[config.mk]
export PLATFORM = sky130hd
export DESIGN_NAME = picosoc_volume_ctrl
export DESIGN_NICKNAME = d
export VERILOG_FILES = /design/src/rtl/picosoc_volume_ctrl.sv
export SDC_FILE = /design/constraint.sdc
export NUM_CORES = 1
export LEC_CHECK = 0
export ABC_AREA = 1
export CAP_MARGIN = 10
export CELL_PAD_IN_SITES_DETAIL_PLACEMENT = 2
export CELL_PAD_IN_SITES_GLOBAL_PLACEMENT = 2
export CORE_AREA = 2 2 205 207
export CTS_BUF_LIST = sky130_fd_sc_hd__clkbuf_4 sky130_fd_sc_hd__clkbuf_8
export DETAILED_ROUTE_END_ITERATION = 6
export DIE_AREA = 0 0 207 209
export GPL_TIMING_DRIVEN = 1
export PLACE_DENSITY = 0.76
export SETUP_SLACK_MARGIN = 0.15
export SKIP_LAST_GASP = 1
export SLEW_MARGIN = 20
export SYNTH_ARGS = -nofsm -noshare
export SYNTH_HDL_FRONTEND = slang
export SYNTH_SLANG_ARGS = --single-unit
[constraint.sdc]
create_clock -name clk -period 8.1 [get_ports clk]
set_input_delay 1.62 -clock clk [delete_from_list [all_inputs] [get_ports clk]]
set_output_delay 1.62 -clock clk [all_outputs]
set_load 0.05 [all_outputs]
[src/rtl/picosoc_volume_ctrl.sv]
// PicoSoC iomem slave that arbitrates block requests from NUM_VOLUMES drive channels.
// Each channel runs a small IDLE/PENDING/BUSY/ACK handshake FSM that firmware steers
// through a per-volume CMD register; pending requests raise a maskable level irq.
module picosoc_volume_ctrl #(
  parameter int unsigned NUM_VOLUMES = 2,
  parameter int unsigned ACK_TIMEOUT = 1024
) (
  input  logic                        clk,
  input  logic                        reset,
  // PicoSoC iomem slave
  input  logic                        iomem_valid,
  input  logic [3:0]                  iomem_wstrb,
  input  logic [31:0]                 iomem_addr,
  input  logic [31:0]                 iomem_wdata,
  output logic [31:0]                 iomem_rdata,
  output logic                        iomem_ready,
  // drive_volume_if channels, flattened: channel v occupies slice v of each vector
  output logic [NUM_VOLUMES-1:0]      vol_ready_o,
  output logic [NUM_VOLUMES-1:0]      vol_mounted_o,
  output logic [NUM_VOLUMES-1:0]      vol_readonly_o,
  output logic [NUM_VOLUMES*32-1:0]   vol_size_o,
  output logic [NUM_VOLUMES-1:0]      vol_ack_o,
  input  logic [NUM_VOLUMES-1:0]      vol_active_i,
  input  logic [NUM_VOLUMES*32-1:0]   vol_lba_i,
  input  logic [NUM_VOLUMES*6-1:0]    vol_blk_cnt_i,
  input  logic [NUM_VOLUMES-1:0]      vol_rd_i,
  input  logic [NUM_VOLUMES-1:0]      vol_wr_i,
  output logic                        irq
);

  typedef enum logic [1:0] {StIdle = 2'd0, StPending = 2'd1, StBusy = 2'd2, StAck = 2'd3} state_e;

  localparam logic [1:0]  CmdAccept = 2'd1;
  localparam logic [1:0]  CmdDone   = 2'd2;
  localparam logic [1:0]  CmdAbort  = 2'd3;
  localparam logic [15:0] TmoLast   = 16'(ACK_TIMEOUT - 1);

  // Bus side state
  logic                             ready_q, ready_d;
  logic [31:0]                      rdata_q, rdata_d;
  logic [NUM_VOLUMES-1:0]           irq_en_q, irq_en_d;
  logic                             irq_q, irq_d;

  // Per-volume configuration registers
  logic [NUM_VOLUMES-1:0]           rdy_q, rdy_d;
  logic [NUM_VOLUMES-1:0]           mnt_q, mnt_d;
  logic [NUM_VOLUMES-1:0]           ro_q, ro_d;
  logic [NUM_VOLUMES-1:0][31:0]     size_q, size_d;

  // Per-volume request FSM state
  state_e                           state_q [NUM_VOLUMES];
  state_e                           state_d [NUM_VOLUMES];
  logic [NUM_VOLUMES-1:0]           pend_q, pend_d;
  logic [NUM_VOLUMES-1:0]           err_q, err_d;
  logic [NUM_VOLUMES-1:0]           dir_q, dir_d;
  logic [NUM_VOLUMES-1:0][31:0]     lba_q, lba_d;
  logic [NUM_VOLUMES-1:0][5:0]      blk_q, blk_d;
  logic [NUM_VOLUMES-1:0][15:0]     tmo_q, tmo_d;

  // Address decode
  logic                             access;
  logic                             is_wr;
  logic                             is_glb;
  logic [2:0]                       vsel;
  logic [3:0]                       off;
  logic [NUM_VOLUMES-1:0]           wr_hit;
  logic [31:0]                      rd_val;
  logic                             unused_addr;

  // An access is taken only on the first cycle valid is seen; the ready cycle blocks a repeat.
  assign access      = iomem_valid & ~ready_q;
  assign is_wr       = |iomem_wstrb;
  assign is_glb      = iomem_addr[11];
  assign vsel        = iomem_addr[8:6];
  assign off         = iomem_addr[5:2];
  assign unused_addr = ^{iomem_addr[31:12], iomem_addr[10:9], iomem_addr[1:0]};

  assign iomem_ready    = ready_q;
  assign iomem_rdata    = rdata_q;
  assign irq            = irq_q;
  assign vol_ready_o    = rdy_q;
  assign vol_mounted_o  = mnt_q;
  assign vol_readonly_o = ro_q;
  assign vol_size_o     = size_q;

  // Write strobes per volume and ack outputs
  always_comb begin
    wr_hit    = '0;
    vol_ack_o = '0;
    for (int v = 0; v < NUM_VOLUMES; v++) begin
      wr_hit[v]    = access & is_wr & ~is_glb & (vsel == 3'(v));
      vol_ack_o[v] = (state_q[v] == StAck);
    end
  end

  // Read mux; out-of-range volumes and unmapped offsets fall through to 0
  always_comb begin
    rd_val = '0;
    if (is_glb) begin
      case (off)
        4'h0:    rd_val[NUM_VOLUMES-1:0] = pend_q;
        4'h1:    rd_val[NUM_VOLUMES-1:0] = irq_en_q;
        4'h2:    rd_val[NUM_VOLUMES-1:0] = err_q;
        default: rd_val = '0;
      endcase
    end else begin
      for (int v = 0; v < NUM_VOLUMES; v++) begin
        if (vsel == 3'(v)) begin
          case (off)
            4'h0:    rd_val = {31'b0, rdy_q[v]};
            4'h1:    rd_val = {31'b0, mnt_q[v]};
            4'h2:    rd_val = {31'b0, ro_q[v]};
            4'h3:    rd_val = size_q[v];
            4'h4:    rd_val = {27'b0, err_q[v], state_q[v], dir_q[v], vol_active_i[v]};
            4'h5:    rd_val = lba_q[v];
            4'h6:    rd_val = {26'b0, blk_q[v]};
            default: rd_val = '0;
          endcase
        end
      end
    end
  end

  // Bus handshake and configuration register next-state
  always_comb begin
    ready_d  = access;
    rdata_d  = (access && !is_wr) ? rd_val : 32'h0;
    irq_en_d = irq_en_q;
    irq_d    = |(pend_q & irq_en_q);
    rdy_d    = rdy_q;
    mnt_d    = mnt_q;
    ro_d     = ro_q;
    size_d   = size_q;
    if (access && is_wr && is_glb && off == 4'h1) begin
      irq_en_d = iomem_wdata[NUM_VOLUMES-1:0];
    end
    for (int v = 0; v < NUM_VOLUMES; v++) begin
      if (wr_hit[v]) begin
        case (off)
          4'h0:    rdy_d[v]  = iomem_wdata[0];
          4'h1:    mnt_d[v]  = iomem_wdata[0];
          4'h2:    ro_d[v]   = iomem_wdata[0];
          4'h3:    size_d[v] = iomem_wdata;
          default: ;
        endcase
      end
    end
  end

  // Per-volume request FSM next-state; CMD writes override any same-cycle bus event
  always_comb begin
    logic       req;
    logic       wr_only;
    logic [1:0] cmd;
    req     = 1'b0;
    wr_only = 1'b0;
    cmd     = 2'd0;
    pend_d  = pend_q;
    err_d   = err_q;
    dir_d   = dir_q;
    lba_d   = lba_q;
    blk_d   = blk_q;
    tmo_d   = tmo_q;
    for (int v = 0; v < NUM_VOLUMES; v++) begin
      state_d[v] = state_q[v];
      req        = vol_rd_i[v] | vol_wr_i[v];
      wr_only    = vol_wr_i[v] & ~vol_rd_i[v];
      cmd        = (wr_hit[v] && off == 4'h7) ? iomem_wdata[1:0] : 2'd0;
      if (cmd == CmdAbort) begin
        state_d[v] = StIdle;
        pend_d[v]  = 1'b0;
        err_d[v]   = 1'b0;
      end else begin
        unique case (state_q[v])
          StIdle: begin
            if (req) begin
              lba_d[v] = vol_lba_i[v*32 +: 32];
              blk_d[v] = vol_blk_cnt_i[v*6 +: 6];
              dir_d[v] = wr_only;
              if (mnt_q[v] && !(wr_only && ro_q[v])) begin
                state_d[v] = StPending;
                pend_d[v]  = 1'b1;
              end else begin
                state_d[v] = StAck;
                err_d[v]   = 1'b1;
                tmo_d[v]   = '0;
              end
            end
          end
          StPending: begin
            if (cmd == CmdAccept) begin
              state_d[v] = StBusy;
              pend_d[v]  = 1'b0;
            end
          end
          StBusy: begin
            if (cmd == CmdDone) begin
              state_d[v] = StAck;
              tmo_d[v]   = '0;
            end
          end
          StAck: begin
            if (!req) begin
              state_d[v] = StIdle;
            end else if (ACK_TIMEOUT != 0 && tmo_q[v] == TmoLast) begin
              // Host never released the request: force completion and flag it.
              state_d[v] = StIdle;
              err_d[v]   = 1'b1;
            end else begin
              tmo_d[v] = tmo_q[v] + 16'd1;
            end
          end
          default: state_d[v] = StIdle;
        endcase
      end
    end
  end

  // State registers
  always_ff @(posedge clk or posedge reset) begin
    if (reset) begin
      ready_q  <= 1'b0;
      rdata_q  <= '0;
      irq_en_q <= '0;
      irq_q    <= 1'b0;
      rdy_q    <= '0;
      mnt_q    <= '0;
      ro_q     <= '0;
      size_q   <= '0;
      pend_q   <= '0;
      err_q    <= '0;
      dir_q    <= '0;
      lba_q    <= '0;
      blk_q    <= '0;
      tmo_q    <= '0;
      for (int v = 0; v < NUM_VOLUMES; v++) begin
        state_q[v] <= StIdle;
      end
    end else begin
      ready_q  <= ready_d;
      rdata_q  <= rdata_d;
      irq_en_q <= irq_en_d;
      irq_q    <= irq_d;
      rdy_q    <= rdy_d;
      mnt_q    <= mnt_d;
      ro_q     <= ro_d;
      size_q   <= size_d;
      pend_q   <= pend_d;
      err_q    <= err_d;
      dir_q    <= dir_d;
      lba_q    <= lba_d;
      blk_q    <= blk_d;
      tmo_q    <= tmo_d;
      for (int v = 0; v < NUM_VOLUMES; v++) begin
        state_q[v] <= state_d[v];
      end
    end
  end

endmodule

After elaboration in Yosys (flattened, before gate mapping)
Cells that the tools add are included.

operators by class
  reductions and logical operators = 43
  bitwise logic cells = 16
  muxes and demuxes = 59
  eq/ne operators = 48
  add/subtract/negate cells = 2

operator list
  kind                     number
  $pmux W32 S7             2
  $mux W16                 10
  $mux W32                 4
  $pmux W16 S3             2
  $add A16 B1 Y16 const B  2
  $eq A16 B10 Y1 const B   2
  $mux W2                  16
  $ne A3 B3 Y1 const B     10
  $mux W1                  18
  $reduce_bool A3 Y1       6
  $eq A2 B2 Y1 const B     8
  $eq A4 B3 Y1 const B     4
  $ne A2 B2 Y1 const B     8
  $pmux W2 S4              2
  $reduce_and A2 Y1        8
  $reduce_and A4 Y1        4
  $reduce_and A7 Y1        2
  $ne A3 B1 Y1 const B     4
  $logic_and A1 B1 Y1      10
  $reduce_and A5 Y1        2
  $eq A2 B1 Y1 const B     4
  $eq A4 B2 Y1 const B     2
  $ne A4 B2 Y1 const B     2
  $pmux W1 S2              4
  15 further kinds         32

storage, ports and cells
  input port bits = 153
  output and inout bits = 106
  bits in registers = 224

Longest topological paths before layout
  word-level depth = 11
  mapped depth = 12
  mapped depth without buffers = 12

Worst setup path before layout
OpenSTA, ideal clock, no wires.

  path type = input-to-reg
  start point = in iomem_valid
  end point = reg tmo_q[21] in the netlist's numbering
  arrival time = 2.860 ns
  stages on the path = 11
  library setup time = 0.117 ns
  buffers on the path = 2
  slack = 5.123 ns
  data required time = 7.983 ns
  cells stage by stage = inv_2 nor2_4 nand3_2 nor2_2 buf_2 nand3_2 o21ai_4 nand3_2 buf_6 nand2_1 nand2_1

between the ends
  cells in the longest elaborated chain, start to end = 9
  elaborated cells between the ends (all ways) = 11
  those cells by class = 3 x eq/ne; 1 x mux; 5 x bitwise; 2 x reduce/logical

ends and longest elaborated chain
  item                                                         RTL line  RTL
  start, declared                                              11        input logic iomem_valid,
  $and A1 B1 Y1 *                                              71        assign access = iomem_valid & ~ready_q;
  named net access                                             61        logic access;
  $and A1 B1 Y1 * (3 in a row)                                 91        wr_hit[v] = access & is_wr & ~is_glb & (vsel == 3'(v));
  $logic_and A1 B1 Y1 *                                        168       cmd = (wr_hit[v] && off == 4'h7) ? iomem_wdata[1:0] : 2'd0;
  $mux W2 *                                                    168
  $eq A2 B2 Y1 (on tied branches)                              197, 169
  $ne A2 B2 Y1 (no source line) or $not A1 Y1 (tied branches)  --
  $reduce_and A7 Y1 (no source line) *                         --
  end signal, assigned                                         253       tmo_q <= tmo_d;
  end, declared                                                58        logic [NUM_VOLUMES-1:0][15:0] tmo_q, tmo_d;

The timed path passes the listed nets; every way through them passes the cells marked *.
A chain may end at the register's enable or synchronous reset.

Worst setup path in the final report
  start point = in iomem_addr[6]
  end point = reg dir_q[1]

between the ends
  cells in the longest elaborated chain, start to end = 7

ends and longest elaborated chain
  item                                RTL line  RTL
  start, declared                     13        input logic [31:0] iomem_addr,
  $eq A3 B1 Y1                        91
  $and A1 B1 Y1                       91
  $logic_and A1 B1 Y1                 168
  $mux W2                             168
  $eq A2 B2 Y1                        169       if (cmd == CmdAbort) begin
  $not A1 Y1 (no source line)         --
  $reduce_and A3 Y1 (no source line)  --
  end signal, assigned                250       dir_q <= dir_d;
  end, declared                       55        logic [NUM_VOLUMES-1:0] dir_q, dir_d;

No other way between the ends.

==> results.py <==
metrics = {
    "yosys": {
        "ys_types": 47,
        "synth_edf_count": 0,
        "synth_top_cell_by_area": "dfrtp_1",
        "synth_top_area_share_pct": 51.1,
        "yosys.area_share.simple_pct": 27.8,
        "postSynthAreaPerCell_um2": 7.99,
        "ys_warn_count": 0,
        "synth_nets": 1536,
        "synth-async-reset-ratio_pct": 100,
        "synth_top_family_by_area": "simple AND/OR/NAND/NOR gates",
        "synthMuxAreaShare_pct": 0,
        "syn-cell-area_um2": 11000,
        "synth_xor_area_share_pct": 1.36,
        "synth_compound_area_share_pct": 12.5,
        "synth_cells": 1373,
        "ys_ff_latch": 224,
        "ys_seq_area_share_pct": 51.1,
        "dominantRegCellSynth": "dfrtp_1",
        "synth-adder-area-share_pct": 1.14,
        "yosys-top-cells-area": "dfrtp_1 (51%), nand2_1 (19%), o21ai_0 (4.4%)",
    },
    "place": {
        "hpwl_mm": 29.3,
        "place_congestion": 0.766,
        "portBuffers": 234,
        "dpl-instance-area_um2": 13800,
    },
    "sta": {
        "tightest_slew_ps": 953,
        "hold_viol": 0,
        "timing.final.crit_share_pct": 57.2,
        "fin_hold_ws_ps": 480,
        "rsz0062_at_grt": "false",
        "timing.fmax_mhz": 216,
        "fin_worst_skew_ps": 20.6,
        "slew_viol_final": 0,
        "finalSetupTns_ps": 0,
        "period_minus_slack_ps": 4640,
        "relSlewSlack_pct": 36.4,
        "setup_violations": 0,
    },
    "die": {
        "io_pins": 259,
        "core_um2": 41300,
        "rows": 75,
        "die_w_um": 207,
        "die-height_um": 209,
        "start_util_pct": 26.6,
        "die-area_um2": 43300,
    },
    "routing": {
        "ant_nets": 0,
        "vias": 10500,
        "wl_met1_mm": 19.1,
        "via_per_inst": 4.81,
        "postRouteWirelength_mm": 43.7,
        "routed.top_layer": "met4",
        "wl_met3_mm": 1.42,
        "met2_length_mm": 21.7,
        "drt-pass1-iter-count": 4,
        "routedWlPerCell_um": 20.1,
        "drt_iter0_markers": 354,
        "drcViolationCount": 0,
    },
    "worst_setup_path": {
        "r2r_start": "iomem_ready$_DFF_PP0_",
        "crit_path_start_kind": "input port",
        "crit_type": "input port to register",
        "arrival_ps": 5060,
        "cp_max_fo": 41,
        "rrSetupSlack_ps": 5040,
        "required_ps": 8520,
        "timing.rr.end": "dir_q[1]$_DFFE_PP0P_",
        "end_kind": "register",
        "r2r_cells": 9,
    },
    "finish": {
        "drive_above_1_share_pct": 7.06,
        "final_core_util_pct": 35.7,
        "nets": 1765,
        "seqCellArea_um2": 5610,
        "multi_input_area_um2": 4700,
        "area_delta_synth_final_pct": 34.5,
        "n_fill_cell": 4716,
        "layout_common_cells": "nand2_1 (549), clkdlybuf4s50_1 (234), dfrtp_1 (224)",
        "final_common_cell": "nand2_1",
        "fin_area_um2": 14800,
    },
    "hold_path": {
        "hold_end": "blk_q[5]$_DFFE_PP0P_",
        "min_path_cells": 2,
        "min-delay-start": "blk_q[5]$_DFFE_PP0P_",
        "hold_class": "register to register",
    },
    "global_route": {
        "grt_pass1_vias": 11800,
        "antenna_found_initial": 5,
        "grt_pass1_wl_mm": 68.7,
        "overflow": 0,
        "grt_max_degree": 138,
        "grtUsageTotal_pct": 20.3,
    },
    "clocking": {
        "cts_root_buffer": "clkbuf_8",
        "clock-sinks": 224,
        "cts_setup_buffers": 0,
        "ctsResizeCount": 0,
        "cts_tree": "yes",
        "cts_hold_buf": 0,
        "cts.clk_slew.worst_paths_ps": 60,
        "cts_buffers": 44,
        "cts.path.max_buffers": 3,
        "h-tree-depth": 2,
        "clk-insertion-delay-late_ps": 590,
    },
    "run": {
        "cap_viol_max_count": 0,
    },
    "power": {
        "fin_total_pwr_mw": 3.81,
        "p_per_area_nw_per_um2": 258,
        "p_leak_nw": 6.82,
        "ir_drop_mv": 0.0962,
    },
    "status": {
        "status": "complete, no violations",
    },
}
## per-stage QoR
stage	setup slack [ps]	cells
after floorplan	346	1373
after CTS	3470	2169
final	3460	2174
after detailed placement	2860	2095
after global routing	3250	2174
after global placement	2870	2095
## layout make-up
class / instances / share of cell area, %
clock inverters: 3 / 0.314
inverters: 107 / 2.77
well taps: 539 / 4.57
repair buffers: 244 / 16.5
multi-input cells: 981 / 31.9
flip-flops and latches: 224 / 38.0
diodes: 5 / 0.0848
clock buffers: 71 / 5.90
## critical path: stages
cell and delay [ps]:
clkdlybuf4s50_1 480, nand3_1 520, nor2_2 640, nand4_2 320, nand3_2 130, buf_4 500
inv_2 550, nand3_1 190, o21ai_0 90
## layer usage
layer / up-vias / track usage (%)
met1: 5274 / 25.6
li1: 4896 / -
met4: 0 / 8.15
met3: 77 / 3.08
met5: - / 0
met2: 212 / 34.7
## logic make-up after synthesis
group | after synthesis
xor gates and xnor gates | 17
AOI/OAI and AO/OA | 219
buffers and inverters | 168
adders and majority gates | 10
DFF | 224
and+or+nand+nor | 735
## how the worst max path moves through the flow
stage,from,end,slack [ps],depth (start not counted)
3_3_place_gp,iomem_addr[6],dir_q[1]$_DFFE_PP0P_,2870,9
4_1_cts,iomem_addr[6],dir_q[1]$_DFFE_PP0P_,3470,9
5_1_grt,iomem_addr[7],dir_q[1]$_DFFE_PP0P_,3250,10
3_5_place_dp,iomem_addr[6],dir_q[1]$_DFFE_PP0P_,2860,9
2_1_floorplan,reset,blk_q[0]$_DFFE_PP0P_,350,1
6_report,iomem_addr[6],dir_q[1]$_DFFE_PP0P_,3460,9
## cells in the mapped netlist, types with 2 or more instances
| cell | n |
|---|---|
| nand2_1 | 551 |
| dfrtp_1 | 224 |
| inv_1 | 99 |
| o21ai_0 | 96 |
| nor2_1 | 77 |
| a22o_1 | 52 |
| clkbuf_1 | 41 |
| a21oi_1 | 40 |
| nand3_1 | 35 |
| nand4_1 | 28 |
| xor2_1 | 14 |
| nor3_1 | 12 |
| buf_2 | 10 |
| ha_1 | 10 |
| a31oi_1 | 6 |
| nor3b_1 | 6 |
| o21ai_1 | 6 |
| buf_4 | 5 |
| inv_2 | 5 |
| or2_2 | 5 |
| nand3_2 | 4 |
| o2111ai_1 | 4 |
| o211ai_1 | 4 |
| clkinv_1 | 3 |
| nand3b_1 | 3 |
| nor2_2 | 3 |
| xnor2_1 | 3 |
| a21boi_0 | 2 |
| buf_1 | 2 |
| buf_6 | 2 |
| nand2_2 | 2 |
| nor2_4 | 2 |
| o21a_1 | 2 |
| o221ai_1 | 2 |
## state kept, by name, summed over array words and instances (netlist names), 4 cells and up
name / flops
iomem_rdata: 32
blk_q: 12
state_q: 4
tmo_q: 32
vol_size_o: 64
lba_q: 64
## power breakdown
group	leakage [nW]	switching [mW]	internal, mW
sequential	2.96	0.145	1.35
combinational	3.37	0.752	0.335
clock	0.485	0.516	0.706
total	6.82	1.41	2.39
(Power assumes the default switching activity.)
